## config.mk

```make
export PLATFORM = sky130hd
export DESIGN_NAME = note_mixer
export DESIGN_NICKNAME = d
export VERILOG_FILES = /design/src/rtl/note_mixer.sv
export SDC_FILE = /design/constraint.sdc
export NUM_CORES = 1
export LEC_CHECK = 0
export CAP_MARGIN = 20
export CORE_MARGIN = 2
export CORE_UTILIZATION = 48
export DETAILED_ROUTE_END_ITERATION = 16
export PLACE_DENSITY = 0.76
export SYNTH_ARGS = -nofsm -noshare
export SYNTH_HDL_FRONTEND = slang
export SYNTH_SLANG_ARGS = --single-unit
```

## constraint.sdc

```tcl
create_clock -name clk -period 2.55 [get_ports clk]
set_input_delay 0.3825 -clock clk [delete_from_list [all_inputs] [get_ports clk]]
set_output_delay 0.3825 -clock clk [all_outputs]
set_load 0.05 [all_outputs]
```

## src/rtl/note_mixer.sv

```systemverilog
// rtl/note_mixer.sv - per-voice sample capture with periodic sequential mix-down
// Holds the latest sample of each note voice and sums the enabled voices once per tick period.
module note_mixer #(
  parameter int NUM_VOICES = 4,
  parameter int SAMPLE_W   = 8,
  parameter int TICK_DIV   = 2048,
  localparam int OUT_W     = SAMPLE_W + $clog2(NUM_VOICES)
) (
  input  logic                           clk,
  input  logic                           rst,
  input  logic [NUM_VOICES-1:0]          note_enable,
  input  logic [NUM_VOICES-1:0]          note_valid,
  input  logic [NUM_VOICES*SAMPLE_W-1:0] note_sample,
  output logic [NUM_VOICES-1:0]          agg_ack,
  output logic [OUT_W-1:0]               mix_out,
  output logic                           mix_valid,
  output logic [NUM_VOICES-1:0]          starved
);

  localparam int IDX_W = $clog2(NUM_VOICES);
  localparam int CNT_W = $clog2(TICK_DIV);

  typedef enum logic [1:0] {S_IDLE, S_SCAN, S_OUT} state_t;

  state_t                r_state;
  state_t                w_state_nxt;
  logic [CNT_W-1:0]      r_cnt;
  logic [IDX_W-1:0]      r_idx;
  logic [IDX_W-1:0]      w_idx_nxt;
  logic [OUT_W-1:0]      r_acc;
  logic [OUT_W-1:0]      w_acc_nxt;
  logic [OUT_W-1:0]      r_mix;
  logic [OUT_W-1:0]      w_mix_nxt;
  logic                  r_mix_valid;
  logic                  w_mix_valid_nxt;
  logic [SAMPLE_W-1:0]   r_hold [NUM_VOICES];
  logic [NUM_VOICES-1:0] r_ack;
  logic [NUM_VOICES-1:0] r_fresh;
  logic [NUM_VOICES-1:0] r_starved;
  logic [NUM_VOICES-1:0] w_cap;
  logic                  w_tick;
  logic [OUT_W-1:0]      w_sum;

  assign w_tick = (r_cnt == CNT_W'(TICK_DIV - 1));
  // Masking with the registered ack forces a gap cycle between back-to-back captures.
  assign w_cap  = note_enable & note_valid & ~r_ack;
  assign w_sum  = r_acc + OUT_W'(r_hold[r_idx]);

  always_ff @(posedge clk or posedge rst) begin
    if (rst) begin
      r_cnt <= '0;
    end else if (w_tick) begin
      r_cnt <= '0;
    end else begin
      r_cnt <= r_cnt + CNT_W'(1);
    end
  end

  always_ff @(posedge clk or posedge rst) begin
    if (rst) begin
      for (int i = 0; i < NUM_VOICES; i++) begin
        r_hold[i] <= '0;
      end
      r_ack     <= '0;
      r_fresh   <= '0;
      r_starved <= '0;
    end else begin
      for (int i = 0; i < NUM_VOICES; i++) begin
        if (!note_enable[i]) begin
          r_hold[i] <= '0;
        end else if (w_cap[i]) begin
          r_hold[i] <= note_sample[i*SAMPLE_W +: SAMPLE_W];
        end
      end
      r_ack <= w_cap;
      // A capture landing on the tick counts for the closing period and the next one.
      if (w_tick) begin
        r_starved <= note_enable & ~(r_fresh | w_cap);
        r_fresh   <= w_cap;
      end else begin
        r_fresh   <= r_fresh | w_cap;
      end
    end
  end

  always_ff @(posedge clk or posedge rst) begin
    if (rst) begin
      r_state <= S_IDLE;
    end else begin
      r_state <= w_state_nxt;
    end
  end

  always_comb begin
    w_state_nxt     = r_state;
    w_idx_nxt       = r_idx;
    w_acc_nxt       = r_acc;
    w_mix_nxt       = r_mix;
    w_mix_valid_nxt = 1'b0;
    case (r_state)
      S_IDLE: begin
        if (w_tick) begin
          w_state_nxt = S_SCAN;
          w_idx_nxt   = '0;
          w_acc_nxt   = '0;
        end
      end
      S_SCAN: begin
        w_acc_nxt = w_sum;
        w_idx_nxt = r_idx + IDX_W'(1);
        // The final sum is published on the edge that enters OUT so the strobe lands in OUT.
        if (r_idx == IDX_W'(NUM_VOICES - 1)) begin
          w_mix_nxt       = w_sum;
          w_mix_valid_nxt = 1'b1;
          w_state_nxt     = S_OUT;
        end
      end
      S_OUT: begin
        w_state_nxt = S_IDLE;
      end
      default: begin
        w_state_nxt = S_IDLE;
      end
    endcase
  end

  always_ff @(posedge clk or posedge rst) begin
    if (rst) begin
      r_idx       <= '0;
      r_acc       <= '0;
      r_mix       <= '0;
      r_mix_valid <= 1'b0;
    end else begin
      r_idx       <= w_idx_nxt;
      r_acc       <= w_acc_nxt;
      r_mix       <= w_mix_nxt;
      r_mix_valid <= w_mix_valid_nxt;
    end
  end

  assign agg_ack   = r_ack;
  assign mix_out   = r_mix;
  assign mix_valid = r_mix_valid;
  assign starved   = r_starved;

endmodule

```

==> results.yml <==
outcome:
  outcome: "finished, final reports clean"
critical_path:
  cp.arrival_ns: 2.70
  cp_bufs_invs: 1
  critPathTopFamily: "simple AND/OR/NAND/NOR gates"
  critical_path.reg2reg.endpoint: "r_acc[9]$_DFFE_PP0P_"
  critPathKind: "reg2reg"
  crit_chain: "buf_4 -> mux4_2 -> ha_1 -> nand4_1 -> o22ai_1 -> or4_4 -> o211ai_2"
  crit_path_max_incr_delay_ns: 0.51
  critPathLaunch: "r_idx[1]$_DFFE_PP0P_"
  setup.worst_path.start_class: "register"
  critical_path.slowest_cell: "sky130_fd_sc_hd__mux4_2"
  worst_ep_required_time_ns: 2.82
  r2r_cells: 7
  timing.critical_path.fanout_max: 6
  r2r_setup_slack_ns: 0.13
  reg2reg_from: "r_idx[1]$_DFFE_PP0P_"
  critPathCaptureType: "register"
logic_synthesis:
  postSynthRegisterBits: 80
  synth-xor-area-share: 0.02518
  synth_top_cell_area_share: 0.5232
  synthDominantAreaCellType: "sky130_fd_sc_hd__dfrtp_1"
  yosys-mux-area-fraction: 0.05265
  yosys_warnings: 0
  synthSimpleGateAreaFrac: 0.1645
  synth_cells: 377
  synth-async-reset-ratio: 1.000
  syn_nets: 430
  netlist_top_cells_area: "sky130_fd_sc_hd__dfrtp_1 52%, sky130_fd_sc_hd__nand2_1 8.7%, sky130_fd_sc_hd__mux4_2 4.7%, sky130_fd_sc_hd__a21oi_1 4.1%, sky130_fd_sc_hd__ha_1 3.3%"
  post_synth_instance_area_um2: 3826
  post_synth_num_cell_types: 51
  post_synth.cell_area_avg_um2: 10.15
  synth_edf_count: 0
  main_combinational_cell_family_by_area_after_synthesis: "simple AND/OR/NAND/NOR gates"
  synth-adder-area-share: 0.03793
  synth_compound_area_frac: 0.1579
  yosysSeqAreaShare: 0.5232
  yosys_most_used_dff: "sky130_fd_sc_hd__dfrtp_1"
route:
  first_iter_violations: 161
  route.detailed.drc: 0
  route.final.wire_length_mm: 8.269
  antenna_left: 0
  drtPass1Iterations: 4
  num_vias: 2960
  detail_route.wl_per_cell_um: 15.06
  vias_per_cell: 5.392
timing:
  worst_slew_pin_slew_ns: 0.6254
  final-max-slew-violation-count: 0
  rsz0062_at_grt: "no"
  setup_viol: 0
  finalCriticalPeriod_ns: 2.423
  layout_worst_path_cycle_share: 0.9504
  max_clock_freq_mhz: 412.6
  final_hold_vio_count: 0
  clock_skew_ns: 0.01015
  max-slew-margin-rel: 0.5822
  setup-tns-final_ns: 0
  worst_hold_slack_ns: 0.4018
finish:
  area.growth.synth_to_final_pct: 25.05
  layout-drive-gt1-share: 0.1096
  utilization_of_the_core_after_routing: 0.6192
  antenna_cells_inserted: 0
  nNetsFinal: 495
worst_hold_path:
  worst_hold_path_type: "in2async"
power_and_ir_drop:
  static-leakage-power_uw: 0.002057
  peakVddDrop_mv: 0.2886
  p_per_area_nw_per_um2: 513.7
global_routing:
  grt_start_max_net_pins: 52
  grt_util_all_layers: 0.2053
  grt_antenna_before_repair: 0
  vias_in_the_first_global_route: 2880
  grt_pass1_wl_mm: 13.86
  grt_remaining_overflow: 0
clock_tree:
  tritoncts: "done"
  cts_buffer_depth: 2
  clock_sink_count: 80
  clock_tree.htree_level_count: 3
  cts.hold.buffers_added: 0
  cts_inserted_buffers: 9
  cts.root.buffer_cell: "sky130_fd_sc_hd__clkbuf_8"
  clock_latency_ns: 0.35
  cts.reportedPaths.clkPinSlew_ns: 0.09
die:
  placementRows: 32
  core_um2: 7727
  floorplan.die_area_um2: 8701
  fp.dieW_um: 93.28
  chipHeight_um: 93.28
  initial_utilization: 0.4951
  io_pins: 61
placed_design:
  finalWeightedCongestion: 0.9455
  dp_hpwl_mm: 6.119
  numPortBuffers: 60
run:
  timing.max_cap.violations: 0
state kept, by name, indices dropped and copies added, names as in the netlist:
register and count:
agg_ack 4, mix_out 10, mix_valid 1, r_acc 10
r_cnt 11, r_fresh 4, r_hold 32, r_idx 2
r_state 2, starved 4
synthesized netlist by cell type (all sizes together) (2+ instances only):
cell type,n
nand2,89
dfrtp,80
a21oi,32
o21ai,17
inv,16
nor2,15
ha,10
buf,9
nand3,9
mux4,8
o211ai,8
clkbuf,7
a21o,6
xnor2,6
nand2b,5
o22ai,5
xor2,5
nand4,4
nor3,4
o41ai,4
a211oi,3
and4,3
clkinv,3
nor2b,3
o21a,3
a21boi,2
a22o,2
o2111ai,2
o31ai,2
o32ai,2
area by class of cell:
| cell class | instances | area [µm²] |
|---|---|---|
| inverters | 19 | 71.32 |
| repair buffers | 70 | 688.2 |
| flip-flops and latches | 80 | 2004 |
| multi-input cells | 262 | 1705 |
| well taps | 102 | 127.6 |
| clock inverters | 5 | 56.30 |
| clock buffers | 11 | 131.4 |
| fillers | 627 | 2943 |
cells by family (layout without fill, tap and decap cells):
| group | count (synthesis) | count (layout) |
|---|---|---|
| flops | 80 | 80 |
| fa+ha+maj | 11 | 11 |
| compound gates | 91 | 91 |
| xor+xnor | 11 | 11 |
| buf+inv | 35 | 105 |
| mux | 10 | 10 |
| simple gates | 139 | 139 |
report_power, final:
part	total [µW]	switching (µW)	internal, µW
Sequential	1320	23.9	1300
Clock	911	458	454
Combinational	222	117	105
timing repair:
item                                    4_1_cts  5_1_grt
resized for setup                             1        7
setup buffers                                 0        2
endpoints found under the hold margin         0        0
endpoints found under the setup margin        1        7
pin swaps                                     0        1
routing by layer:
metal	GRT usage	wire, µm	up-vias
met2	0.3261	3989	97
met3	0.04512	421	14
met5	0	0	-
li1	-	-	1452
met4	0.08701	153	0
met1	0.2732	3705	1397
per-stage QoR:
stage	cells	area [µm²]	total power [µW]	setup slack, ns
after floorplan	377	3826	1458	0.1158
after global placement	531	4551	1566	0.09323
after detailed placement	531	4551	1571	0.003369
after CTS	547	4740	2467	0.07753
after global routing	549	4785	2564	0.01150
final	549	4785	2458	0.1266
worst min-delay path: stages:
cell and delay, ns:
sky130_fd_sc_hd__clkdlybuf4s50_1 0.42, sky130_fd_sc_hd__inv_2 0.08, sky130_fd_sc_hd__buf_12 0.25
how the worst max path moves through the flow:
stage / slack [ns] / cells past startpoint / end
finish: 0.13 / 7 / r_acc[9]$_DFFE_PP0P_
global route: 0.01 / 7 / r_acc[6]$_DFFE_PP0P_
CTS: 0.08 / 7 / r_acc[9]$_DFFE_PP0P_
detailed placement: 0.003 / 7 / r_acc[9]$_DFFE_PP0P_
global placement: 0.09 / 6 / r_acc[9]$_DFFE_PP0P_
floorplan: 0.12 / 1 / agg_ack[0]$_DFF_PP0_
cell usage in the layout (no fill, tap or decap), types with 8 or more instances in the layout:
master / count
sky130_fd_sc_hd__nand2_1: 89
sky130_fd_sc_hd__dfrtp_1: 78
sky130_fd_sc_hd__clkdlybuf4s50_1: 60
sky130_fd_sc_hd__a21oi_1: 30
sky130_fd_sc_hd__inv_1: 15
sky130_fd_sc_hd__o21ai_0: 15
sky130_fd_sc_hd__nor2_1: 15
sky130_fd_sc_hd__ha_1: 10
sky130_fd_sc_hd__nand3_1: 9
sky130_fd_sc_hd__clkbuf_8: 9
sky130_fd_sc_hd__buf_4: 9
sky130_fd_sc_hd__mux4_2: 8
No activity file was read; power rests on OpenSTA's default activity.
